File: src/rtl/alu_steuerung_if.sv
// Bus bundle between the request source, the ALU sequencer and the ALU itself.
// The sequencer uses the slave view; the bench or the surrounding core uses the master view.
interface alu_steuerung_if;
  logic        AuftragGueltig;
  logic        AuftragBereit;
  logic [31:0] AuftragDaten1;
  logic [31:0] AuftragDaten2;
  logic [5:0]  AuftragCode;
  logic [4:0]  AuftragZiel;
  logic [31:0] Daten1;
  logic [31:0] Daten2;
  logic [5:0]  Funktionscode;
  logic        StartSignal;
  logic        Schreibsignal;
  logic [31:0] Ergebnis;
  logic        Fertig;
  logic        RueckGueltig;
  logic        RueckBereit;
  logic [31:0] RueckDaten;
  logic [4:0]  RueckZiel;
  logic        Fehler;

  modport slave (
    input  AuftragGueltig, AuftragDaten1, AuftragDaten2, AuftragCode, AuftragZiel,
    input  Ergebnis, Fertig, RueckBereit,
    output AuftragBereit, Daten1, Daten2, Funktionscode, StartSignal, Schreibsignal,
    output RueckGueltig, RueckDaten, RueckZiel, Fehler
  );

  modport master (
    output AuftragGueltig, AuftragDaten1, AuftragDaten2, AuftragCode, AuftragZiel,
    output Ergebnis, Fertig, RueckBereit,
    input  AuftragBereit, Daten1, Daten2, Funktionscode, StartSignal, Schreibsignal,
    input  RueckGueltig, RueckDaten, RueckZiel, Fehler
  );
endinterface

File: src/rtl/alu_steuerung.sv
// ALU sequencer: accepts one operation, strobes the ALU, waits for multi-cycle ops with a
// timeout, and hands the result back over a valid/ready writeback port.
module alu_steuerung #(
  parameter int WARTE_MAX = 63
) (
  input  logic           Clock,
  input  logic           Reset,
  alu_steuerung_if.slave bus
);

  typedef enum logic [2:0] {LEERLAUF, START, WARTEN, SCHREIBEN, ERFASSEN, ABGABE} zustand_t;
  typedef enum logic [1:0] {ILLEGAL, EINZEL, MEHRFACH} klasse_t;

  localparam logic [7:0] ZAEHLER_LETZT = 8'(WARTE_MAX - 1);

  zustand_t   zustand;
  logic [7:0] zaehler;

  // sqrt/div/mod need Fertig; everything outside the listed ranges (incl. bit5 set) is illegal
  function automatic klasse_t klasse(input logic [5:0] code);
    if (code inside {6'd3, 6'd4, 6'd5})
      return MEHRFACH;
    else if (code inside {[6'd0:6'd2], [6'd6:6'd9], [6'd16:6'd21], [6'd24:6'd28]})
      return EINZEL;
    else
      return ILLEGAL;
  endfunction

  always_ff @(posedge Clock or posedge Reset) begin
    if (Reset) begin
      zustand           <= LEERLAUF;
      zaehler           <= '0;
      bus.AuftragBereit <= 1'b0;
      bus.Daten1        <= '0;
      bus.Daten2        <= '0;
      bus.Funktionscode <= '0;
      bus.StartSignal   <= 1'b0;
      bus.Schreibsignal <= 1'b0;
      bus.RueckGueltig  <= 1'b0;
      bus.RueckDaten    <= '0;
      bus.RueckZiel     <= '0;
      bus.Fehler        <= 1'b0;
    end else begin
      bus.StartSignal   <= 1'b0;
      bus.Schreibsignal <= 1'b0;
      bus.Fehler        <= 1'b0;
      case (zustand)
        LEERLAUF: begin
          bus.AuftragBereit <= 1'b1;
          if (bus.AuftragGueltig && bus.AuftragBereit) begin
            bus.AuftragBereit <= 1'b0;
            bus.Daten1        <= bus.AuftragDaten1;
            bus.Daten2        <= bus.AuftragDaten2;
            bus.Funktionscode <= bus.AuftragCode;
            bus.RueckZiel     <= bus.AuftragZiel;
            if (klasse(bus.AuftragCode) == ILLEGAL) begin
              bus.RueckDaten   <= '0;
              bus.RueckGueltig <= 1'b1;
              bus.Fehler       <= 1'b1;
              zustand          <= ABGABE;
            end else begin
              bus.StartSignal <= 1'b1;
              zustand         <= START;
            end
          end
        end
        START: begin
          if (klasse(bus.Funktionscode) == MEHRFACH) begin
            zaehler <= '0;
            zustand <= WARTEN;
          end else begin
            bus.Schreibsignal <= 1'b1;
            zustand           <= SCHREIBEN;
          end
        end
        WARTEN: begin
          // Fertig wins over a timeout landing on the same cycle
          if (bus.Fertig) begin
            bus.Schreibsignal <= 1'b1;
            zustand           <= SCHREIBEN;
          end else if (zaehler == ZAEHLER_LETZT) begin
            bus.RueckDaten   <= 32'hFFFF_FFFF;
            bus.RueckGueltig <= 1'b1;
            bus.Fehler       <= 1'b1;
            zustand          <= ABGABE;
          end else begin
            zaehler <= zaehler + 8'd1;
          end
        end
        SCHREIBEN: zustand <= ERFASSEN;
        ERFASSEN: begin
          bus.RueckDaten   <= bus.Ergebnis;
          bus.RueckGueltig <= 1'b1;
          zustand          <= ABGABE;
        end
        ABGABE: begin
          if (bus.RueckBereit) begin
            bus.RueckGueltig  <= 1'b0;
            bus.AuftragBereit <= 1'b1;
            zustand           <= LEERLAUF;
          end
        end
        default: zustand <= LEERLAUF;
      endcase
    end
  end

endmodule

File: src/flat_wrapper.sv
// flat-port wrapper written by rule: the top's interface ports become plain ports
module alu_steuerung_flat 
#(
  parameter int WARTE_MAX = 63
)
  (Clock, Reset, bus_AuftragGueltig, bus_AuftragDaten1, bus_AuftragDaten2, bus_AuftragCode, bus_AuftragZiel, bus_Ergebnis, bus_Fertig, bus_RueckBereit, bus_AuftragBereit, bus_Daten1, bus_Daten2, bus_Funktionscode, bus_StartSignal, bus_Schreibsignal, bus_RueckGueltig, bus_RueckDaten, bus_RueckZiel, bus_Fehler);
  alu_steuerung_if bus_i ();
  input  logic Clock;
  input  logic Reset;
  input wire logic [$bits(bus_i.AuftragGueltig)-1:0] bus_AuftragGueltig;
  input wire logic [$bits(bus_i.AuftragDaten1)-1:0] bus_AuftragDaten1;
  input wire logic [$bits(bus_i.AuftragDaten2)-1:0] bus_AuftragDaten2;
  input wire logic [$bits(bus_i.AuftragCode)-1:0] bus_AuftragCode;
  input wire logic [$bits(bus_i.AuftragZiel)-1:0] bus_AuftragZiel;
  input wire logic [$bits(bus_i.Ergebnis)-1:0] bus_Ergebnis;
  input wire logic [$bits(bus_i.Fertig)-1:0] bus_Fertig;
  input wire logic [$bits(bus_i.RueckBereit)-1:0] bus_RueckBereit;
  output wire logic [$bits(bus_i.AuftragBereit)-1:0] bus_AuftragBereit;
  output wire logic [$bits(bus_i.Daten1)-1:0] bus_Daten1;
  output wire logic [$bits(bus_i.Daten2)-1:0] bus_Daten2;
  output wire logic [$bits(bus_i.Funktionscode)-1:0] bus_Funktionscode;
  output wire logic [$bits(bus_i.StartSignal)-1:0] bus_StartSignal;
  output wire logic [$bits(bus_i.Schreibsignal)-1:0] bus_Schreibsignal;
  output wire logic [$bits(bus_i.RueckGueltig)-1:0] bus_RueckGueltig;
  output wire logic [$bits(bus_i.RueckDaten)-1:0] bus_RueckDaten;
  output wire logic [$bits(bus_i.RueckZiel)-1:0] bus_RueckZiel;
  output wire logic [$bits(bus_i.Fehler)-1:0] bus_Fehler;
  assign bus_i.AuftragGueltig = bus_AuftragGueltig;
  assign bus_i.AuftragDaten1 = bus_AuftragDaten1;
  assign bus_i.AuftragDaten2 = bus_AuftragDaten2;
  assign bus_i.AuftragCode = bus_AuftragCode;
  assign bus_i.AuftragZiel = bus_AuftragZiel;
  assign bus_i.Ergebnis = bus_Ergebnis;
  assign bus_i.Fertig = bus_Fertig;
  assign bus_i.RueckBereit = bus_RueckBereit;
  assign bus_AuftragBereit = bus_i.AuftragBereit;
  assign bus_Daten1 = bus_i.Daten1;
  assign bus_Daten2 = bus_i.Daten2;
  assign bus_Funktionscode = bus_i.Funktionscode;
  assign bus_StartSignal = bus_i.StartSignal;
  assign bus_Schreibsignal = bus_i.Schreibsignal;
  assign bus_RueckGueltig = bus_i.RueckGueltig;
  assign bus_RueckDaten = bus_i.RueckDaten;
  assign bus_RueckZiel = bus_i.RueckZiel;
  assign bus_Fehler = bus_i.Fehler;
  alu_steuerung #(.WARTE_MAX(WARTE_MAX)) u_core (.Clock(Clock), .Reset(Reset), .bus(bus_i));
endmodule
File: config.mk
export PLATFORM = sky130hd
export DESIGN_NAME = alu_steuerung_flat
export DESIGN_NICKNAME = d
export VERILOG_FILES = /design/src/rtl/alu_steuerung_if.sv /design/src/rtl/alu_steuerung.sv /design/src/flat_wrapper.sv
export SDC_FILE = /design/constraint.sdc
export NUM_CORES = 1
export LEC_CHECK = 0
export CORE_MARGIN = 2
export CORE_UTILIZATION = 39
export CTS_CLUSTER_DIAMETER = 100
export CTS_CLUSTER_SIZE = 40
export DETAILED_ROUTE_END_ITERATION = 7
export PLACE_DENSITY = 0.78
export SETUP_SLACK_MARGIN = 0.15
export SYNTH_ARGS = -nofsm -noshare
export SYNTH_HDL_FRONTEND = slang
export SYNTH_SLANG_ARGS = --single-unit
export TNS_END_PERCENT = 1
File: constraint.sdc
create_clock -name Clock -period 4.5 [get_ports Clock]
set_input_delay 1.125 -clock Clock [delete_from_list [all_inputs] [get_ports Clock]]
set_output_delay 1.125 -clock Clock [all_outputs]
set_load 0.03 [all_outputs]
**Word level (Yosys, flattened, before mapping)**

Index checks and enable logic that the tools add are counted.

- Magnitude comparators: 16
- Mux-type cells: 43
- Reductions and logical operators: 25
- $add $sub $neg: 1
- Equal/unequal tests: 21

Operator list:

| kind | number |
|---|---|
| 2-to-1 mux 32 bit | 4 |
| one-hot mux 32 bit (3 select lines) | 1 |
| equality test 6 x 3 -> 1 bit (second input constant) | 4 |
| >= comparator 6 x 5 -> 1 bit (second input constant) | 4 |
| <= comparator 6 x 5 -> 1 bit (second input constant) | 4 |
| 2-to-1 mux 8 bit | 3 |
| 2-to-1 mux 1 bit | 19 |
| one-hot mux 3 bit (6 select lines) | 1 |
| one-hot mux 8 bit (2 select lines) | 1 |
| 2-to-1 mux 3 bit | 5 |
| equality test 6 x 2 -> 1 bit (second input constant) | 2 |
| >= comparator 6 x 1 -> 1 bit (second input constant) | 2 |
| >= comparator 6 x 3 -> 1 bit (second input constant) | 2 |
| <= comparator 6 x 2 -> 1 bit (second input constant) | 2 |
| <= comparator 6 x 4 -> 1 bit (second input constant) | 2 |
| nonzero test 4 bit | 3 |
| 2-to-1 mux 2 bit | 5 |
| logical AND 1 bit | 9 |
| nonzero test 3 bit | 3 |
| adder 8 x 1 -> 8 bit (second input constant) | 1 |
| equality test 8 x 6 -> 1 bit (second input constant) | 1 |
| inequality test 2 x 1 -> 1 bit (second input constant) | 4 |
| equality test 3 x 2 -> 1 bit (second input constant) | 2 |
| equality test 3 bit (second input constant) | 2 |
| 14 further kinds | 20 |

- Output and inout bits: 112
- Bits in registers: 123
- Input port bits: 112
- Logic and storage cells: 118

**Depth between registers and ports, before layout**

Gate-level depths: netlist (run 1).

- Depth in word-level cells: 11
- Gate-level depth with buffers: 8
- Depth with buffers taken out: 6

**Worst setup path after synthesis (run 1)**

OpenSTA, ideal clock, no wires.

- Path type: in2reg
- From: in bus_AuftragCode[4]
- To: reg u_core.bus.RueckDaten[0]
- Buffers on the path: 1
- Path slack: 2.015 ns
- Arrival time: 2.405 ns
- Cell stages on the path: 5
- Library setup time: 0.079 ns
- Data required time: 4.421 ns
- Path through: mux2_2 a221oi_2 a2111oi_4 buf_6 mux2i_1

- Cells in the longest elaborated chain, start to end: 10
- Elaborated cells on any way between the ends: 24
- Those cells by class: order compare (8); eq/ne (4); mux (4); reduce/logical (8)

Ends and longest elaborated chain:

| item | line | text |
|---|---|---|
| start, declared | flat_wrapper.sv:13 | `input wire logic [$bits(bus_i.AuftragCode)-1:0] bus_AuftragCode;` |
| >= comparator 6 x 1 -> 1 bit, or another cell as far along | alu_steuerung.sv:23 | `else if (code inside {[6'd0:6'd2], [6'd6:6'd9], [6'd16:6'd21], [6'd24:6'd28]})` |
| logical AND 1 bit | alu_steuerung.sv:23 |  |
| nonzero test 4 bit | alu_steuerung.sv:23 |  |
| 2-to-1 mux 1 bit | alu_steuerung.sv:23 |  |
| 2-to-1 mux 2 bit (*) | alu_steuerung.sv:21 | `if (code inside {6'd3, 6'd4, 6'd5})` |
| 2-to-1 mux 2 bit (*) | alu_steuerung.sv:50 | `if (bus.AuftragGueltig && bus.AuftragBereit) begin` |
| 2-to-1 mux 2 bit (*) | alu_steuerung.sv:47 | `case (zustand)` |
| zero test 2 bit (*) | alu_steuerung.sv:56 | `if (klasse(bus.AuftragCode) == ILLEGAL) begin` |
| inequality test 2 x 1 -> 1 bit (no source line) (*) | n/a |  |
| AND reduction 5 bit (no source line) (*) | n/a |  |
| end signal, assigned | alu_steuerung.sv:92 | `bus.RueckDaten <= bus.Ergebnis;` |
| end, declared | alu_steuerung_if.sv:27 | `output RueckGueltig, RueckDaten, RueckZiel, Fehler` |

Every way passes the cells marked *; elsewhere a longest branch is shown, timed or not. The select of a mux whose other input is x is not followed.
A chain may end at the register's enable or synchronous reset.

**Worst setup path after layout (run 1)**

- From: in bus_Fertig
- To: reg u_core.bus.RueckDaten[20]

- Cells in the longest elaborated chain, start to end: 2

Ends and longest elaborated chain:

| item | line | text |
|---|---|---|
| start, declared | flat_wrapper.sv:16 | `input wire logic [$bits(bus_i.Fertig)-1:0] bus_Fertig;` |
| inequality test 2 bit (no source line) | n/a |  |
| AND reduction 5 bit (no source line) | n/a |  |

Every way passes these cells.

==> results of run 1 <==
## area by class of cell
type | instances | area share [%]
well taps | 176 | 2.69
clock inverters | 8 | 0.887
inverters | 38 | 1.79
multi-input cells | 215 | 23.4
flip-flops and latches | 123 | 37.6
clock buffers | 20 | 5.70
repair buffers | 228 | 27.9
## worst max-delay path, cell delays in order
cell             delay (ns)
clkdlybuf4s50_1        0.53
o21ai_0                0.19
o21ai_0                0.16
a2111oi_4              0.34
buf_4                  0.52
mux2i_1                0.27
## power by group through the flow
stage / combinational, mW / sequential, mW / clock (mW)
finish: 3.08 / 1.91 / 1.24
detailed placement: 3.12 / 1.93 / 0
global placement: 3.06 / 1.90 / 0
CTS: 3.12 / 1.92 / 1.27
global route: 3.25 / 1.98 / 1.33
floorplan: 1.09 / 2.72 / 0
## placed cells by master, fill, tap and decap left out, types with 5 or more instances in the layout
cell,count
clkdlybuf4s50_1,223
dfrtp_1,123
mux2_2,76
inv_1,37
a21oi_1,37
mux2i_1,33
clkbuf_16,17
o21ai_0,9
nand3_1,9
clkinv_2,5
## flip-flops by register name (all words and copies together) (netlist names)
name,cells
u_core.bus.Schreibsignal,1
u_core.bus.Fehler,1
u_core.bus.Funktionscode,6
u_core.bus.RueckDaten,32
u_core.zaehler,8
u_core.bus.AuftragBereit,1
u_core.zustand,3
u_core.bus.RueckGueltig,1
u_core.bus.RueckZiel,5
u_core.bus.Daten2,32
u_core.bus.StartSignal,1
u_core.bus.Daten1,32
## final timing paths
check	slack, ns	cells after the start	endpoint	from
min in group asynchronous	1.26	2	u_core.bus.RueckZiel[1]	Reset
min	0.49	1	u_core.bus.Daten1[1]	u_core.bus.Daten1[1]
min reg2reg	0.49	1	u_core.bus.Daten1[1]	u_core.bus.Daten1[1]
max in group asynchronous	2.36	3	u_core.bus.Daten1[18]	Reset
max reg2reg	1.94	3	u_core.bus.Daten2[25]	u_core.zustand[2]
max	1.68	6	u_core.bus.RueckDaten[20]	bus_Fertig
## per-layer routing
metal / global-route usage (%) / share of wire, % / up-vias
li1: - / - / 1835
met1: 22.8 / 42 / 1882
met2: 30.0 / 48 / 171
met3: 5.94 / 7.5 / 21
met4: 8.38 / 2.1 / 0
met5: 0 / 0 / -
## kinds of logic (layout without fill, tap and decap cells)
kind of cell	after synthesis	after routing	share of synthesized area, %
AOI/OAI and AO/OA	65	65	8.24
and+or+nand+nor	37	37	4.53
muxes	110	110	22.8
adders and majority gates	2	2	0.476
buffers and inverters	61	294	5.17
xor gates and xnor gates	1	1	0.167
DFF	123	123	58.6
==> results.md, run 1 <==
* Switching Share at 38.9%
* Root Buffer: clkbuf_16
* Sw Pwr at 2.42 mW
* Area leader, netlist: dfrtp_1
* Largest net degree at the start of global routing at 79
* Final WS setup at 1.68 ns
* Die W at roughly 120 um
* Place WS at roughly 1.2 ns
* Syn Inst Count at 399
* Initial Util at 39.8%
* Status: finished clean
* Antenna violations before repair at 0
* Most instantiated cells after synthesis: dfrtp_1, mux2_2, inv_1, a21oi_1, mux2i_1
* Final Non-Filler Cells at slightly above 800
* Final cycle utilization of the critical path at between 60 and 70%
* Net count reported at finish at 737
* CTS-repair resized insts at 0
* Worst Path Arrival at 3.14 ns
* DR vias at ~3900
* HP Class: register to register
* Die Area at 14400 um^2
* Worst-path clk slew at 0.05 ns
* Max-cap violations at 0
* Area Growth Syn to Fin at 55.8%
* Pwr per Cell Area at 762 nW/um^2
* Port bufs at ~220
* WL/cell at between 15 and 20 um
* Top post-synthesis cells by area: dfrtp_1, mux2_2, mux2i_1
* Final setup TNS at 0 ns
* Ys flop type: dfrtp_1
* Post-synth EDFFs at 0
* Layout cell share with drive strength beyond 1 at 19.1%
* Clk sink count at 123
* Multi-input gate area at 1920 um^2
* Register area at 3080 um^2
* Cell area after layout at 8180 um^2
* Max Fclk at 355 MHz
* Total CTS buffers at 17
* Worst-case clock buffer depth at 2
* GRT Total Usage at 18.6%
* N_diodes at 0
* Post-synth cell types at 46
* Util after Layout at 62.0%
* Clock share of power at 19.9%
* Worst Setup Start Kind: input pin
* Post-synthesis register bit count at 123
* Leak at 3.39 nW
* Most frequent cell after synthesis: dfrtp_1
* Logic pwr share at just under 50%
* Core area at 13200 um^2
* Crit path kind: input pin to register
* Syn_nets at 513
* CP Max Fanout at 33
* H-tree depth reported by CTS at 4
* IO Pins at roughly 220
* Asr flop ratio synth at 100%
* Clock Skews at 0.00748 ns
* Post-DP Area at 7640 um^2
* Skew-Pair Late Insertion Delay at around 0.41 ns
* Yosys warns at 0
* DRT iter0 DRCs at 205
* Vias in the first global route at 4068
* Fill cell count at about 1000
* Pwr Total at 6.23 mW
* Crit. End Element: register
* Congestion Overflow GR at 0
* Share of Yosys cell area claimed by the top area cell type at 58.6%
* First-pass GRT wire length at 20600 um
* Placed instance count at 780
* Setup Viol. Count Final at 0
* DRT Wirelength at 13200 um
* Final hold violation count at 0
* CTS tree: yes
* Slew @ Worst Pin at between 1 and 1.5 ns
* Remaining DRCs at 0
* Int Power at approximately 3.8 mW
* Seq/Total Area, Yosys at 58.6%
* Tightest hold margin at 0.486 ns
* Die Ht at 120 um
* Peak supply drop at 0.319 mV
* Min Clock Period, post-route at 2.82 ns
* Synth Cell Area at between 5000 and 6000 um^2
* Data required time of the worst path at 4.82 ns
* Flop pwr share at 30.7%
* ANT nets after route at 0
* DPL Wire Length at 9520 um
* Setup bufs post-CTS at 0
* Num rows at 42
* Hold_buf cts at 0
* Rel. slew slack at between 20% and 30%
* RSZ-0062 raised after global routing: false
* TritonRoute pass-1 iters at 4
* GP Congestion at 0.775
* Vias/cell at 4.84
* Mean Syn Cell Area at about 13 um^2
* Fin. max-slew vios at 0
Power figures use the tool's default switching activity.
==> run 2, diff against run 1 <==
--- a/config.mk
+++ b/config.mk
@@ -6,11 +6,11 @@
 export NUM_CORES = 1
 export LEC_CHECK = 0
 export CORE_MARGIN = 2
-export CORE_UTILIZATION = 39
+export CORE_UTILIZATION = 43
 export CTS_CLUSTER_DIAMETER = 100
 export CTS_CLUSTER_SIZE = 40
 export DETAILED_ROUTE_END_ITERATION = 7
-export PLACE_DENSITY = 0.78
+export PLACE_DENSITY = 0.81
 export SETUP_SLACK_MARGIN = 0.15
 export SYNTH_ARGS = -nofsm -noshare
 export SYNTH_HDL_FRONTEND = slang
==> constraint.sdc (replaced) <==
create_clock -name Clock -period 2.6 [get_ports Clock]
set_input_delay 0.65 -clock Clock [delete_from_list [all_inputs] [get_ports Clock]]
set_output_delay 0.65 -clock Clock [all_outputs]
set_load 0.03 [all_outputs]
==> run 2 against run 1 <==
Compared with the run above: flip-flop and latch count did not move; global-route usage rose by 3.4 points; clock skew rose by 0.0034 ns; die area fell by 9.0%; total power increased by 83%; core utilization increased by 7.7 points; setup slack got worse by 1.3 ns; first-iteration DRC count increased by 10%; register-to-register slack lost 1.5 ns; via count increased by 1.8%; clock power is 110% higher; sequential share of layout area decreased by 0.74 points; largest cell class unchanged.
==> results.md, run 2 (same netlist as run 1, synthesis figures left out) <==
* Pwr Total at 11.4 mW (+83%)
* Setup Viol. Count Final at 0 (unchanged)
* Placed instance count at 757 (-2.9%)
* Remaining DRCs at 0 (unchanged)
* Worst Setup Start Kind: input pin
* Grt met3 use at 7.62% (+1.7 points)
* Vias/cell at 5.05 (+4.3%)
* Reg2reg path depth at 7 (+4)
* Busiest metal layer after global routing: met2
* Root Buffer: clkbuf_16
* WL/cell at 18.0 um (+10%)
* Cell count of the worst hold path at 1 (unchanged)
* Fill cell count at 832 (-19%)
* Final cycle utilization of the critical path at just under 90%
* Crit path kind: input pin to register
* Commonest non-fill, non-tap cell in the layout: clkdlybuf4s50_1
* H-tree depth reported by CTS at 4 (unchanged)
* Port bufs at 223 (unchanged)
* Initial Util at 43.9% (+4.1 points)
* Most numerous cell on the critical path: buf_4
* Die W at 115 um (-4.6%)
* Peak supply drop at 0.517 mV (+62%)
* Multi-input gate area at 1920 um^2 (unchanged)
* CTS tree: yes
* Skew-Pair Late Insertion Delay at 0.41 ns (about the same)
* Biggest regs: u_core.bus.Daten1 x32, u_core.bus.Daten2 x32, u_core.bus.RueckDaten x32
* Logic pwr share at 48.1% (-1.4 points)
* Clock share of power at 22.9% (+3.0 points)
* ANT nets after route at 0 (unchanged)
* Register area at 3080 um^2 (unchanged)
* Slowest stage delay, CP at 0.45 ns (-0.08 ns)
* Worst Path Arrival at 2.59 ns (-0.55 ns)
* Leak at 3.47 nW (+2.4%)
* Tightest hold margin at 0.494 ns (+0.00857 ns)
* Switching Share at 38.3% (-0.58 points)
* GR met1 Demand/Resource at 26.4% (+3.6 points)
* Data required time of the worst path at 2.93 ns (-1.89 ns)
* DRT iter0 DRCs at 226 (+10%)
* Most frequent cells in the layout: clkdlybuf4s50_1, dfrtp_1, mux2_2
* Hold_buf cts at 0 (unchanged)
* Final setup TNS at 0 ns (unchanged)
* Clock Skews at 0.0109 ns (+0.00339 ns)
* Setup bufs post-CTS at 0 (unchanged)
* DPL Wire Length at 9990 um (+4.9%)
* Total CTS buffers at 17 (unchanged)
* Net count reported at finish at 743 (+0.81%)
* First-pass GRT wire length at 21800 um (+5.7%)
* Rel. slew slack at 49.8% (+26 points)
* Final WS setup at 0.336 ns (-1.34 ns)
* Crit. End Element: register
* Int Power at 7.04 mW (+85%)
* GRT Total Usage at 22.0% (+3.4 points)
* N_diodes at 0 (unchanged)
* Clk sink count at 123 (unchanged)
* Largest net degree at the start of global routing at 124 (+57%)
* IO Pins at 224 (unchanged)
* Vias in the first global route at 4088 (+0.49%)
* Min Clock Period, post-route at 2.26 ns
* Worst-path clk slew at 0.06 ns (about the same)
* Slowest cell on the critical path: clkdlybuf4s50_1
* Die Area at 13100 um^2 (-9.0%)
* Layout cell share with drive strength beyond 1 at 20.2% (+1.1 points)
* DRT Wirelength at 14200 um (+7.7%)
* Slew @ Worst Pin at 0.752 ns (-0.386 ns)
* Util after Layout at 69.8% (+7.7 points)
* Pwr per Cell Area at 1370 nW/um^2 (+79%)
* HP Class: register to register
* Sw Pwr at 4.37 mW (+80%)
* DR vias at 3981 (+1.8%)
* Final Non-Filler Cells at 789 (-2.4%)
* Post-DP Area at 7690 um^2 (+0.61%)
* Met2 Use GR at 36.2% (+6.2 points)
* RSZ-0062 raised after global routing: false
* GP Congestion at 0.825 (+6.4%)
* Congestion Overflow GR at 0 (unchanged)
* Die Ht at 115 um (-4.6%)
* Core area at 12000 um^2 (-9.3%)
* Crit path cell chain: clkdlybuf4s50_1, buf_4, nand2b_1, a221oi_2, buf_4, a2111oi_4, buf_12, mux2i_1
* Num rows at 40 (-4.8%)
* TritonRoute pass-1 iters at 4 (unchanged)
* Flop pwr share at 29.0% (-1.7 points)
* Final hold violation count at 0 (unchanged)
* Fin. max-slew vios at 0 (unchanged)
* Area Growth Syn to Fin at 58.9%
* CP Max Fanout at 28 (-15%)
* Max Fclk at 442 MHz
* CTS-repair resized insts at 0 (unchanged)
* Place WS at -0.0452 ns (-1.28 ns)
* Worst-case clock buffer depth at 2 (unchanged)
* Status: finished clean
* Cell area after layout at 8350 um^2 (+2.0%)
* Antenna violations before repair at 0 (unchanged)
* Max-cap violations at 0 (unchanged)
run 2: worst max-delay path, delay by kind of cell:
family	cells	cell delay, ns
simple gates	1	0.10
mux	1	0.24
buf+inv	4	1.04
compound gates	2	0.53
run 2: routing by layer:
layer	up-vias	share of wire, %
met5	-	0
met4	0	2.4
met3	26	8.3
met2	165	49
met1	1930	41
li1	1860	-
run 2: path summary, 6_finish.rpt:
check,slack [ns],end,startpoint
hold reg to reg,0.49,u_core.bus.RueckGueltig,u_core.bus.RueckGueltig
setup / recovery,0.34,u_core.bus.RueckDaten[27],bus_AuftragCode[4]
min in group asynchronous,0.80,u_core.bus.Daten1[10],Reset
setup reg to reg,0.48,u_core.bus.RueckDaten[27],u_core.zaehler[0]
hold / removal,0.49,u_core.bus.RueckGueltig,u_core.bus.RueckGueltig
max in group asynchronous,1.31,u_core.zaehler[5],Reset
run 2: cell type report:
type,count,area share [%]
Sequential cell,123,36.9
Inverter,38,1.75
Timing Repair Buffer,234,28.3
Clock inverter,13,2.56
Tap cell,147,2.20
Clock buffer,19,5.31
Multi-Input combinational cell,215,23.0
run 2: power groups by stage:
stage / Combinational [mW] / Sequential [mW] / Clock [mW]
2_1_floorplan: 1.89 / 4.71 / 0
3_3_place_gp: 5.40 / 3.29 / 0
3_5_place_dp: 5.53 / 3.32 / 0
4_1_cts: 5.54 / 3.32 / 2.66
5_1_grt: 5.78 / 3.43 / 2.75
6_report: 5.48 / 3.31 / 2.61
==> run 3, diff against run 2 <==
--- a/config.mk
+++ b/config.mk
@@ -5,14 +5,15 @@
 export SDC_FILE = /design/constraint.sdc
 export NUM_CORES = 1
 export LEC_CHECK = 0
+export CAP_MARGIN = 25
 export CORE_MARGIN = 2
 export CORE_UTILIZATION = 43
 export CTS_CLUSTER_DIAMETER = 100
 export CTS_CLUSTER_SIZE = 40
 export DETAILED_ROUTE_END_ITERATION = 7
-export PLACE_DENSITY = 0.81
+export PLACE_DENSITY = 0.84
 export SETUP_SLACK_MARGIN = 0.15
 export SYNTH_ARGS = -nofsm -noshare
 export SYNTH_HDL_FRONTEND = slang
 export SYNTH_SLANG_ARGS = --single-unit
-export TNS_END_PERCENT = 1
+export TNS_END_PERCENT = 30
==> run 3 against run 2 <==
Compared with the run above: clock power shrank 2%; sequential power barely moved; clock skew fell by 0.0022 ns; maximum frequency up 1.5%; clock-buffer cell count increased by 1; core utilization is 0.19 points lower; register-to-register slack about the same; design area decreased by 0.27%; first-iteration DRC count shrank 3.1%; via count is 0.18% lower; non-clock buffer count decreased by 1; critical path type unchanged; largest cell class unchanged.
==> results.md, run 3 (same netlist as run 1, synthesis figures left out) <==
* Clock Skews at 0.00869 ns (-0.00218 ns)
* DRT Wirelength at 14300 um (+0.65%)
* Fin. max-slew vios at 0 (unchanged)
* GP Congestion at 0.814 (-1.3%)
* Crit. End Element: register
* Worst Setup Start Kind: input pin
* Worst Path Arrival at 2.55 ns (-0.04 ns)
* Final hold violation count at 0 (unchanged)
* Status: finished clean
* HP Class: register to register
* First-pass GRT wire length at 22400 um (+2.5%)
* Busiest metal layer after global routing: met2
* Commonest non-fill, non-tap cell in the layout: clkdlybuf4s50_1
* Port bufs at 223 (unchanged)
* Hold_buf cts at 0 (unchanged)
* Num rows at 40 (unchanged)
* Antenna violations before repair at 0 (unchanged)
* Core area at 12000 um^2 (unchanged)
* Slew @ Worst Pin at 0.879 ns (+0.127 ns)
* Crit-path leading delay family: buffers and inverters
* Area Growth Syn to Fin at 58.5%
* Slowest stage delay, CP at 0.54 ns (+0.09 ns)
* RSZ-0062 raised after global routing: false
* Total CTS buffers at 17 (unchanged)
* Pwr per Cell Area at 1370 nW/um^2 (-0.14%)
* RR Startpoint: u_core.zaehler[0]
* CP Max Fanout at 24 (-14%)
* DR vias at 3974 (-0.18%)
* Buffers & Inverters on Critical Path at 2 (-2)
* DRT iter0 DRCs at 219 (-3.1%)
* Remaining DRCs at 0 (unchanged)
* CP Launch Point: bus_AuftragCode[4]
* Setup Viol. Count Final at 0 (unchanged)
* Worst reg2reg endpoint: u_core.bus.RueckDaten[7]
* CTS-repair resized insts at 0 (unchanged)
* CTS tree: yes
* Crit path cell chain: clkdlybuf4s50_1, mux2_2, a221oi_2, a2111oi_4, buf_12, mux2i_1
* Reg2reg path depth at 7 (unchanged)
* Met2 Use GR at 38.5% (+2.3 points)
* TritonRoute pass-1 iters at 4 (unchanged)
* Clk sink count at 123 (unchanged)
* Worst Setup EP: u_core.bus.RueckDaten[7]
* DPL Wire Length at 10100 um (+1.3%)
* Root Buffer: clkbuf_16
* N_diodes at 0 (unchanged)
* Vias in the first global route at 4214 (+3.1%)
* Congestion Overflow GR at 0 (unchanged)
* Leak at 3.46 nW (-0.19%)
* Grt met3 use at 5.77% (-1.9 points)
* Die W at 115 um (unchanged)
* Largest net degree at the start of global routing at 67 (-46%)
* Pwr Total at 11.4 mW (-0.41%)
* Die Ht at 115 um (unchanged)
* Crit path kind: input pin to register
* Final cycle utilization of the critical path at 85.8% (-1.3 points)
* Max-cap violations at 0 (unchanged)
* Slowest cell on the critical path: clkdlybuf4s50_1
* Skew-Pair Late Insertion Delay at 0.41 ns (about the same)
* Max Fclk at 448 MHz (+1.5%)
* Peak supply drop at 0.561 mV (+8.6%)
* Worst-case clock buffer depth at 2 (unchanged)
* WL/cell at 18.1 um (+0.78%)
* IO Pins at 224 (unchanged)
* Flop-to-flop setup slack at 0.49 ns (about the same)
* H-tree depth reported by CTS at 4 (unchanged)
* GRT Total Usage at 22.3% (+0.27 points)
* Layout cell share with drive strength beyond 1 at 20.1% (-0.12 points)
* Die Area at 13100 um^2 (unchanged)
* Setup bufs post-CTS at 0 (unchanged)
* Biggest regs: u_core.bus.Daten1 x32, u_core.bus.Daten2 x32, u_core.bus.RueckDaten x32
* WP depth at 6 (-2)
* Rel. slew slack at 41.4% (-8.4 points)
* Net count reported at finish at 742 (-0.13%)
* ANT nets after route at 0 (unchanged)
* Data required time of the worst path at 2.92 ns (about the same)
* Final Non-Filler Cells at 788 (-0.13%)
* GR met1 Demand/Resource at 27.0% (+0.59 points)
* Worst-path clk slew at 0.06 ns (about the same)
* Initial Util at 43.9% (unchanged)
* Placed instance count at 756 (-0.13%)
* Min Clock Period, post-route at 2.23 ns (-0.0329 ns)
* Util after Layout at 69.6% (-0.19 points)
* Vias/cell at 5.04 (about the same)
* Most frequent cells in the layout: clkdlybuf4s50_1, dfrtp_1, mux2_2
## run 3: cell types whose count changed in the layout (fill, tap and decap cells not counted), sizes merged
cell      before  now
buf           11   10
bufinv         5    4
clkbuf        19   20
clkinv         3    4
clkinvlp       3    2
## run 3: report_power, final
part,internal (mW),switching [mW],leakage (nW)
Clock,1.67,0.893,0.312
Sequential,2.75,0.589,1.52
Combinational,2.53,2.93,1.63
Total,6.95,4.41,3.46
## run 3: layer usage
layer / routed length, um / up-vias
met3: 1030 / 25
met4: 257 / 0
li1: - / 1850
met5: 0 / -
met2: 7140 / 179
met1: 5840 / 1920
## run 3: worst min-delay path by stage
stage / from / endpoint / slack (ns) / cells past startpoint
final: u_core.bus.RueckGueltig / u_core.bus.RueckGueltig / 0.50 / 1
after global routing: u_core.bus.Daten1[22] / u_core.bus.Daten1[22] / 0.51 / 1
after global placement: u_core.bus.RueckGueltig / u_core.bus.RueckGueltig / 0.48 / 1
after floorplan: u_core.zaehler[4] / u_core.zaehler[4] / 0.47 / 1
after detailed placement: u_core.bus.RueckGueltig / u_core.bus.RueckGueltig / 0.49 / 1
after CTS: u_core.bus.RueckGueltig / u_core.bus.RueckGueltig / 0.50 / 1
## run 3: final cells by class
| type | instances | area [um^2] |
|---|---|---|
| Sequential cell | 123 | 3080 |
| Tap cell | 147 | 184 |
| Timing Repair Buffer | 233 | 2360 |
| Inverter | 38 | 146 |
| Clock inverter | 12 | 185 |
| Fill cell | 815 | 3640 |
| Multi-Input combinational cell | 215 | 1920 |
| Clock buffer | 20 | 457 |
## run 3: per-stage QoR
step / setup TNS [ns] / instance area, um^2 / hold slack, ns / setup WS (ns)
after floorplan: 0 / 5260 / 0.465 / 0.439
after global placement: 0 / 7680 / 0.482 / 0.0243
after detailed placement: -0.0946 / 7680 / 0.486 / -0.0392
after CTS: 0 / 8320 / 0.498 / 0.371
after global routing: 0 / 8320 / 0.513 / 0.245
final: 0 / 8320 / 0.497 / 0.369
